$ cat src/rtl/dmem_arbiter_if.sv
// Bundle of both requester ports and the RAM-side signals of the data-memory arbiter.
// slave is the arbiter's view; master is the view of the requesters and the RAM.
interface dmem_arbiter_if;
  logic        m0_req, m1_req;
  logic        m0_we, m1_we;
  logic [2:0]  m0_size, m1_size;
  logic [31:0] m0_addr, m1_addr;
  logic [31:0] m0_wdata, m1_wdata;
  logic        m0_gnt, m1_gnt;
  logic        m0_rvalid, m1_rvalid;
  logic [31:0] m0_rdata, m1_rdata;
  logic        m0_err, m1_err;
  logic        MemRead, MemWrite;
  logic [2:0]  MemSize;
  logic [31:0] A_Ram;
  logic [31:0] WriteData;
  logic [31:0] ReadData;
  logic        busy;

  modport slave (
    input  m0_req, m1_req, m0_we, m1_we, m0_size, m1_size,
    input  m0_addr, m1_addr, m0_wdata, m1_wdata, ReadData,
    output m0_gnt, m1_gnt, m0_rvalid, m1_rvalid, m0_rdata, m1_rdata,
    output m0_err, m1_err, MemRead, MemWrite, MemSize, A_Ram, WriteData, busy
  );

  modport master (
    output m0_req, m1_req, m0_we, m1_we, m0_size, m1_size,
    output m0_addr, m1_addr, m0_wdata, m1_wdata, ReadData,
    input  m0_gnt, m1_gnt, m0_rvalid, m1_rvalid, m0_rdata, m1_rdata,
    input  m0_err, m1_err, MemRead, MemWrite, MemSize, A_Ram, WriteData, busy
  );
endinterface

$ cat src/rtl/dmem_arbiter.sv
// Round-robin two-port arbiter and IDLE->ACCESS->WAIT sequencer for the single-port data RAM.
// Size/alignment/range legality is decided when the command is latched; illegal accesses never strobe the RAM.
module dmem_arbiter #(
  parameter int unsigned MEM_BYTES = 32004
) (
  input  logic            clk,
  input  logic            resetn,
  dmem_arbiter_if.slave   bus
);

  typedef enum logic [1:0] {IDLE = 2'd0, ACCESS = 2'd1, WAIT = 2'd2} state_t;

  state_t      state_reg, state_next;
  logic        last_grant_reg, owner_reg, we_reg, err_q_reg;
  logic        mem_read_reg, mem_write_reg;
  logic [2:0]  mem_size_reg;
  logic [31:0] a_ram_reg, write_data_reg;
  logic [1:0]  req, gnt;
  logic        grant_any, winner;
  logic        sel_we;
  logic [2:0]  sel_size;
  logic [31:0] sel_addr, sel_wdata;
  logic [2:0]  size_bytes;
  logic        size_ok, align_ok, range_ok, sel_err;
  logic [1:0]  rvalid_reg, err_reg;
  logic [31:0] rdata_reg [2];

  assign req = {bus.m1_req, bus.m0_req};

  // On a tie the port that did not win last time gets the RAM.
  always_comb begin
    state_next = state_reg;
    grant_any  = 1'b0;
    winner     = 1'b0;
    gnt        = 2'b00;
    case (state_reg)
      IDLE: begin
        if (resetn && (req != 2'b00)) begin
          grant_any  = 1'b1;
          winner     = req[1] & (~req[0] | ~last_grant_reg);
          gnt        = winner ? 2'b10 : 2'b01;
          state_next = ACCESS;
        end
      end
      ACCESS:  state_next = WAIT;
      WAIT:    state_next = IDLE;
      default: state_next = IDLE;
    endcase
  end

  assign sel_we    = winner ? bus.m1_we    : bus.m0_we;
  assign sel_size  = winner ? bus.m1_size  : bus.m0_size;
  assign sel_addr  = winner ? bus.m1_addr  : bus.m0_addr;
  assign sel_wdata = winner ? bus.m1_wdata : bus.m0_wdata;

  // Halfwords are only accepted with addr[1] clear.
  always_comb begin
    size_bytes = 3'd0;
    size_ok    = 1'b1;
    align_ok   = 1'b1;
    case (sel_size)
      3'b000: size_bytes = 3'd1;
      3'b001: begin
        size_bytes = 3'd2;
        align_ok   = ~sel_addr[1];
      end
      3'b010: begin
        size_bytes = 3'd4;
        align_ok   = (sel_addr[1:0] == 2'b00);
      end
      default: size_ok = 1'b0;
    endcase
  end

  assign range_ok = ({1'b0, sel_addr} + {30'd0, size_bytes}) <= 33'(MEM_BYTES);
  assign sel_err  = ~(size_ok & align_ok & range_ok);

  always_ff @(posedge clk or negedge resetn) begin
    if (!resetn) begin
      state_reg      <= IDLE;
      last_grant_reg <= 1'b1;
      owner_reg      <= 1'b0;
      we_reg         <= 1'b0;
      err_q_reg      <= 1'b0;
      mem_read_reg   <= 1'b0;
      mem_write_reg  <= 1'b0;
      mem_size_reg   <= 3'd0;
      a_ram_reg      <= 32'd0;
      write_data_reg <= 32'd0;
    end else begin
      state_reg     <= state_next;
      mem_read_reg  <= 1'b0;
      mem_write_reg <= 1'b0;
      if (grant_any) begin
        last_grant_reg <= winner;
        owner_reg      <= winner;
        we_reg         <= sel_we;
        err_q_reg      <= sel_err;
        mem_size_reg   <= sel_size;
        a_ram_reg      <= sel_addr;
        write_data_reg <= sel_wdata;
        mem_read_reg   <= ~sel_we & ~sel_err;
        mem_write_reg  <= sel_we & ~sel_err;
      end
    end
  end

  generate
    for (genvar gi = 0; gi < 2; gi++) begin : g_resp
      always_ff @(posedge clk or negedge resetn) begin
        if (!resetn) begin
          rvalid_reg[gi] <= 1'b0;
          err_reg[gi]    <= 1'b0;
          rdata_reg[gi]  <= 32'd0;
        end else begin
          rvalid_reg[gi] <= 1'b0;
          if ((state_reg == WAIT) && (owner_reg == 1'(gi))) begin
            rvalid_reg[gi] <= 1'b1;
            err_reg[gi]    <= err_q_reg;
            rdata_reg[gi]  <= (we_reg | err_q_reg) ? 32'd0 : bus.ReadData;
          end
        end
      end
    end
  endgenerate

  assign bus.m0_gnt    = gnt[0];
  assign bus.m1_gnt    = gnt[1];
  assign bus.m0_rvalid = rvalid_reg[0];
  assign bus.m1_rvalid = rvalid_reg[1];
  assign bus.m0_rdata  = rdata_reg[0];
  assign bus.m1_rdata  = rdata_reg[1];
  assign bus.m0_err    = err_reg[0];
  assign bus.m1_err    = err_reg[1];
  assign bus.MemRead   = mem_read_reg;
  assign bus.MemWrite  = mem_write_reg;
  assign bus.MemSize   = mem_size_reg;
  assign bus.A_Ram     = a_ram_reg;
  assign bus.WriteData = write_data_reg;
  assign bus.busy      = (state_reg != IDLE);

endmodule

$ cat src/flat_wrapper.sv
// flat-port wrapper written by rule: the top's interface ports become plain ports
module dmem_arbiter_flat 
#(
  parameter int unsigned MEM_BYTES = 32004
)
  (clk, resetn, bus_m0_req, bus_m1_req, bus_m0_we, bus_m1_we, bus_m0_size, bus_m1_size, bus_m0_addr, bus_m1_addr, bus_m0_wdata, bus_m1_wdata, bus_ReadData, bus_m0_gnt, bus_m1_gnt, bus_m0_rvalid, bus_m1_rvalid, bus_m0_rdata, bus_m1_rdata, bus_m0_err, bus_m1_err, bus_MemRead, bus_MemWrite, bus_MemSize, bus_A_Ram, bus_WriteData, bus_busy);
  dmem_arbiter_if bus_i ();
  input  logic clk;
  input  logic resetn;
  input wire logic [$bits(bus_i.m0_req)-1:0] bus_m0_req;
  input wire logic [$bits(bus_i.m1_req)-1:0] bus_m1_req;
  input wire logic [$bits(bus_i.m0_we)-1:0] bus_m0_we;
  input wire logic [$bits(bus_i.m1_we)-1:0] bus_m1_we;
  input wire logic [$bits(bus_i.m0_size)-1:0] bus_m0_size;
  input wire logic [$bits(bus_i.m1_size)-1:0] bus_m1_size;
  input wire logic [$bits(bus_i.m0_addr)-1:0] bus_m0_addr;
  input wire logic [$bits(bus_i.m1_addr)-1:0] bus_m1_addr;
  input wire logic [$bits(bus_i.m0_wdata)-1:0] bus_m0_wdata;
  input wire logic [$bits(bus_i.m1_wdata)-1:0] bus_m1_wdata;
  input wire logic [$bits(bus_i.ReadData)-1:0] bus_ReadData;
  output wire logic [$bits(bus_i.m0_gnt)-1:0] bus_m0_gnt;
  output wire logic [$bits(bus_i.m1_gnt)-1:0] bus_m1_gnt;
  output wire logic [$bits(bus_i.m0_rvalid)-1:0] bus_m0_rvalid;
  output wire logic [$bits(bus_i.m1_rvalid)-1:0] bus_m1_rvalid;
  output wire logic [$bits(bus_i.m0_rdata)-1:0] bus_m0_rdata;
  output wire logic [$bits(bus_i.m1_rdata)-1:0] bus_m1_rdata;
  output wire logic [$bits(bus_i.m0_err)-1:0] bus_m0_err;
  output wire logic [$bits(bus_i.m1_err)-1:0] bus_m1_err;
  output wire logic [$bits(bus_i.MemRead)-1:0] bus_MemRead;
  output wire logic [$bits(bus_i.MemWrite)-1:0] bus_MemWrite;
  output wire logic [$bits(bus_i.MemSize)-1:0] bus_MemSize;
  output wire logic [$bits(bus_i.A_Ram)-1:0] bus_A_Ram;
  output wire logic [$bits(bus_i.WriteData)-1:0] bus_WriteData;
  output wire logic [$bits(bus_i.busy)-1:0] bus_busy;
  assign bus_i.m0_req = bus_m0_req;
  assign bus_i.m1_req = bus_m1_req;
  assign bus_i.m0_we = bus_m0_we;
  assign bus_i.m1_we = bus_m1_we;
  assign bus_i.m0_size = bus_m0_size;
  assign bus_i.m1_size = bus_m1_size;
  assign bus_i.m0_addr = bus_m0_addr;
  assign bus_i.m1_addr = bus_m1_addr;
  assign bus_i.m0_wdata = bus_m0_wdata;
  assign bus_i.m1_wdata = bus_m1_wdata;
  assign bus_i.ReadData = bus_ReadData;
  assign bus_m0_gnt = bus_i.m0_gnt;
  assign bus_m1_gnt = bus_i.m1_gnt;
  assign bus_m0_rvalid = bus_i.m0_rvalid;
  assign bus_m1_rvalid = bus_i.m1_rvalid;
  assign bus_m0_rdata = bus_i.m0_rdata;
  assign bus_m1_rdata = bus_i.m1_rdata;
  assign bus_m0_err = bus_i.m0_err;
  assign bus_m1_err = bus_i.m1_err;
  assign bus_MemRead = bus_i.MemRead;
  assign bus_MemWrite = bus_i.MemWrite;
  assign bus_MemSize = bus_i.MemSize;
  assign bus_A_Ram = bus_i.A_Ram;
  assign bus_WriteData = bus_i.WriteData;
  assign bus_busy = bus_i.busy;
  dmem_arbiter #(.MEM_BYTES(MEM_BYTES)) u_core (.clk(clk), .resetn(resetn), .bus(bus_i));
endmodule
$ cat config.mk
export PLATFORM = sky130hd
export DESIGN_NAME = dmem_arbiter_flat
export DESIGN_NICKNAME = d
export VERILOG_FILES = /design/src/rtl/dmem_arbiter_if.sv /design/src/rtl/dmem_arbiter.sv /design/src/flat_wrapper.sv
export SDC_FILE = /design/constraint.sdc
export NUM_CORES = 1
export LEC_CHECK = 0
export ABC_AREA = 1
export BUFFER_PORTS_ARGS = -buffer_cell sky130_fd_sc_hd__buf_2
export CAP_MARGIN = 20
export CORE_MARGIN = 1.5
export CORE_UTILIZATION = 49
export DETAILED_ROUTE_END_ITERATION = 10
export MAX_ROUTING_LAYER = met4
export PLACE_DENSITY = 0.9
export SYNTH_ARGS = -nofsm -noshare
export SYNTH_HDL_FRONTEND = slang
export SYNTH_SLANG_ARGS = --single-unit
$ cat constraint.sdc
create_clock -name clk -period 4.6 [get_ports clk]
set_input_delay 0.92 -clock clk [delete_from_list [all_inputs] [get_ports clk]]
set_output_delay 0.92 -clock clk [all_outputs]
set_load 0.1 [all_outputs]
==> metrics.md <==
| Metric | Value |
|---|---|
| H-tree depth | `4` |
| Clk sinks | `143` |
| Met1 wire length | `about 9600 um` |
| HPWL Detailed | `roughly 17000 um` |
| Antenna violations before repair | `0` |
| Switching share of power | `approximately 53%` |
| Comb pwr share | `around half` |
| Fillers | `approximately 1400` |
| Postcts setup bufs | `0` |
| Pwr/cell area | `578 nW/um2` |
| Seq/Total Area, Yosys | `approximately 46%` |
| Post-synth cell types | `31` |
| Core ar. | `around 16000 um2` |
| Synth Instances | `1137` |
| Slew @ Worst Pin | `1010 ps` |
| Syn avg cell area | `around 7 um2` |
| Setup crit start | `bus_m0_req` |
| Routed length on met3 | `1690 um` |
| RePlAce Congestion | `about 0.93` |
| Die H | `129 um` |
| Final #Nets | `between 1500 and 2000` |
| Grt ovf | `0` |
| Tcrit/Tclk final | `82.6%` |
| RSZ-0062 raised after global routing | `no` |
| Worst path slowest cell | `fa_1` |
| Area of the multi-input gates | `between 3000 and 4000 um2` |
| Max Fclk | `~0.26 GHz` |
| Worst stage delay on the critical path | `between 400 and 500 ps` |
| DR vias | `a little over 8000` |
| Syn_nets | `roughly 1300` |
| Flop pwr share | `28.4%` |
| Die Wd | `129 um` |
| Worst path top cell family by delay | `simple AND/OR/NAND/NOR gates` |
| DRT iter0 DRCs | `522` |
| Peak supply drop | `~310 uV` |
| Vias in the first global route | `7576` |
| Die Area | `between 15000 and 20000 um2` |
| Clock buffer count from CTS | `17` |
| First-pass GRT wire length | `approximately 36000 um` |
| Final Hold Fails | `0` |
| Port Buffers | `311` |
| Crit. End Element | `flip-flop` |
| Setup-failing EPs final | `0` |
| Slew HR | `approximately 32%` |
| Status | `completed` |
| Drt first pass iters | `5` |
| Num rows | `between 40 and 50` |
| Worst r2r dst | `u_core.bus.MemRead$_DFF_PN0_` |
| Arr. time, crit path | `slightly above 4000 ps` |
| DR WL met2 | `~12000 um` |
| Critical Path RT | `4940 ps` |
| Setup Skew | `~13 ps` |
| Clock power frac | `between 20% and 30%` |
| WL per Instance | `14.1 um` |
| Root Buffer | `clkbuf_16` |
| Seq. cell area | `3580 um2` |
| Top cell by count, worst path | `nor2_1` |
| Final min period | `3800 ps` |
| Max layer used | `met4` |
| Fin Setup TNS | `0 ps` |
| Max Buffers Root-to-Sink | `2` |
| Maxcap violations | `0` |
| Critical path class | `input pin to flip-flop` |
| Number of routed nets with antenna violations | `0` |
| #FFs+latches synth | `about 140` |
| CTS tree | `yes` |
| CP max FO | `7` |
| Leakage | `about 6 nW` |
| Initial Utilization | `between 40% and 50%` |
| Cell Area, Synth | `slightly below 8000 um2` |
| Worst hold path class | `flip-flop to flip-flop` |
| Diodes inserted | `0` |
| Final Util | `between 60% and 70%` |
| All-Layer GR Usage | `between 20 and 30%` |
| Share of post-route cells with drive strength above 1 | `between 20% and 30%` |
| Final wirelength | `roughly 23000 um` |
| Clk slew on worst S/H paths | `60 ps` |
| CP cell instances | `buf_2 > a21oi_2 > nand3_4 > or2_2 > o21ai_0 > inv_1 > ha_1 > fa_1 > a21oi_1 > nand3b_1 > nor2_4 > nand2_2 > nor2_4 > nand3_1 > nor2_1 > nor2_1 > nand2_1 > nor2_1 > nand2_1 > nor2_1 > nand2_1 > nor2_1` |
| Reg2Reg Setup Slack | `1040 ps` |
| Synth warnings | `0` |
| Number of top-level pins | `about 310` |
| Startpoint Class | `input pin` |
| Switching pwr | `0.00312 W` |
| Area grow syn2layout | `29.3%` |
| Final Max Slew Viols | `0` |
| Worst-skew pair later-pin latency | `420 ps` |
| DRC viols | `0` |
| Power Internal | `0.00274 W` |
| WP buf/inv | `2` |
| DR vias/cell | `4.99` |
| Final Non-Filler Cells | `1658` |
| RR Startpoint | `u_core.last_grant_reg$_DFFE_PN1P_` |
| Largest net degree at the start of global routing | `around 140` |
| Critical Path Sink | `u_core.bus.MemRead$_DFF_PN0_` |
| Crit path depth | `22` |
| Post-CTS Hold Buffers | `0` |
| Post_cts resized | `0` |
| Cell Count Post-Placement | `about 1600` |
| R2R depth | `21` |
cell usage in the layout (no fill, tap or decap), types with 9 or more instances in the layout:
cell,synthesis,final
nand4_1,9,9
dfrtp_1,142,142
nor2_1,98,97
o21ai_0,55,55
nand2_1,529,529
nand3_1,80,80
inv_1,108,108
clkbuf_16,0,17
buf_2,4,308
nor2_2,12,13
final cells by class:
cell class                      instances  share of cell area (%)
Multi-Input combinational cell        834                    35.6
Clock buffer                           19                    4.37
Tap cell                              216                    2.67
Sequential cell                       143                    35.3
Timing Repair Buffer                  320                    16.5
Inverter                              114                    4.22
Clock inverter                         12                    1.33
through the flow:
step                total power, W  setup WS (ps)  hold WS, ps  cell area (um2)
CTS                        0.00589            829          469            10100
finish                     0.00586            803          467            10100
global placement           0.00448            504          448             9560
floorplan                  0.00397            654          445             7840
global route               0.00608            351          491            10100
detailed placement         0.00452            403          454             9560
metal layers:
| layer | GRT usage, % | vias up |
|---|---|---|
| met4 | 9.02 | 0 |
| met5 | - | - |
| li1 | - | 4058 |
| met2 | 47.6 | 363 |
| met3 | 5.20 | 48 |
| met1 | 34.9 | 3805 |
worst min path at each step:
stage,from,endpoint,slack [ps],cells past startpoint
floorplan,u_core.we_reg$_DFFE_PN0P_,u_core.we_reg$_DFFE_PN0P_,450,2
global placement,u_core.bus.m1_rdata[21]$_DFFE_PN0P_,u_core.bus.m1_rdata[21]$_DFFE_PN0P_,450,2
detailed placement,u_core.bus.m0_rdata[12]$_DFFE_PN0P_,u_core.bus.m0_rdata[12]$_DFFE_PN0P_,450,2
CTS,u_core.bus.m1_rdata[21]$_DFFE_PN0P_,u_core.bus.m1_rdata[21]$_DFFE_PN0P_,470,2
global route,u_core.bus.m0_rdata[29]$_DFFE_PN0P_,u_core.bus.m0_rdata[29]$_DFFE_PN0P_,490,2
finish,u_core.bus.m1_rdata[16]$_DFFE_PN0P_,u_core.bus.m1_rdata[16]$_DFFE_PN0P_,470,2
worst reg2reg max path, stage by stage (launching register included):
cell and delay (ps):
dfstp_2 380, a21oi_2 330, nand3_4 130, or2_2 280, o21ai_0 150, inv_1 90
ha_1 240, fa_1 410, a21oi_1 190, nand3b_1 210, nor2_4 90, nand2_2 160
nor2_4 70, nand3_1 90, nor2_1 50, nor2_1 110, nand2_1 60, nor2_1 130
nand2_1 70, nor2_1 80, nand2_1 70, nor2_1 80
kinds of logic after synthesis:
logic type,share of synthesized area (%)
AOI/OAI and AO/OA,4.28
xor gates and xnor gates,0.671
adders and majority gates,0.735
buffers and inverters,8.54
DFF,45.7
muxes,0.128
and+or+nand+nor,40.0
cell usage after synthesis:
master	count	area [um2]
a21oi_2	1	8.76
inv_1	108	405
inv_2	4	15.0
o21ai_1	3	15.0
buf_8	1	15.0
clkinv_1	2	7.51
dfrtp_1	142	3550
nand3b_1	5	37.5
clkbuf_1	34	128
mux2i_1	1	10.0
nand2_2	8	50.1
nand4_1	9	56.3
or2_2	4	25.0
nor2_1	98	368
dfstp_2	1	26.3
a21oi_1	2	10.0
nand3_4	1	17.5
fa_1	1	20.0
buf_6	7	78.8
nand3_1	80	400
o21ai_2	3	26.3
o21ai_0	55	275
or2_0	1	6.26
nand2_1	529	1990
buf_2	4	20.0
nor3_1	4	20.0
ha_1	3	37.5
nor2_4	8	90.1
xnor2_1	1	8.76
xor2_1	5	43.8
nor2_2	12	75.1
power groups by stage:
stage	clock (W)	sequential, W	combinational (W)
final	0.00135	0.00166	0.00284
after detailed placement	0	0.00167	0.00284
after global placement	0	0.00167	0.00282
after CTS	0.00138	0.00166	0.00284
after global routing	0.00143	0.00169	0.00296
after floorplan	0	0.00350	0.000471
No activity file was read; power rests on OpenSTA's default activity.
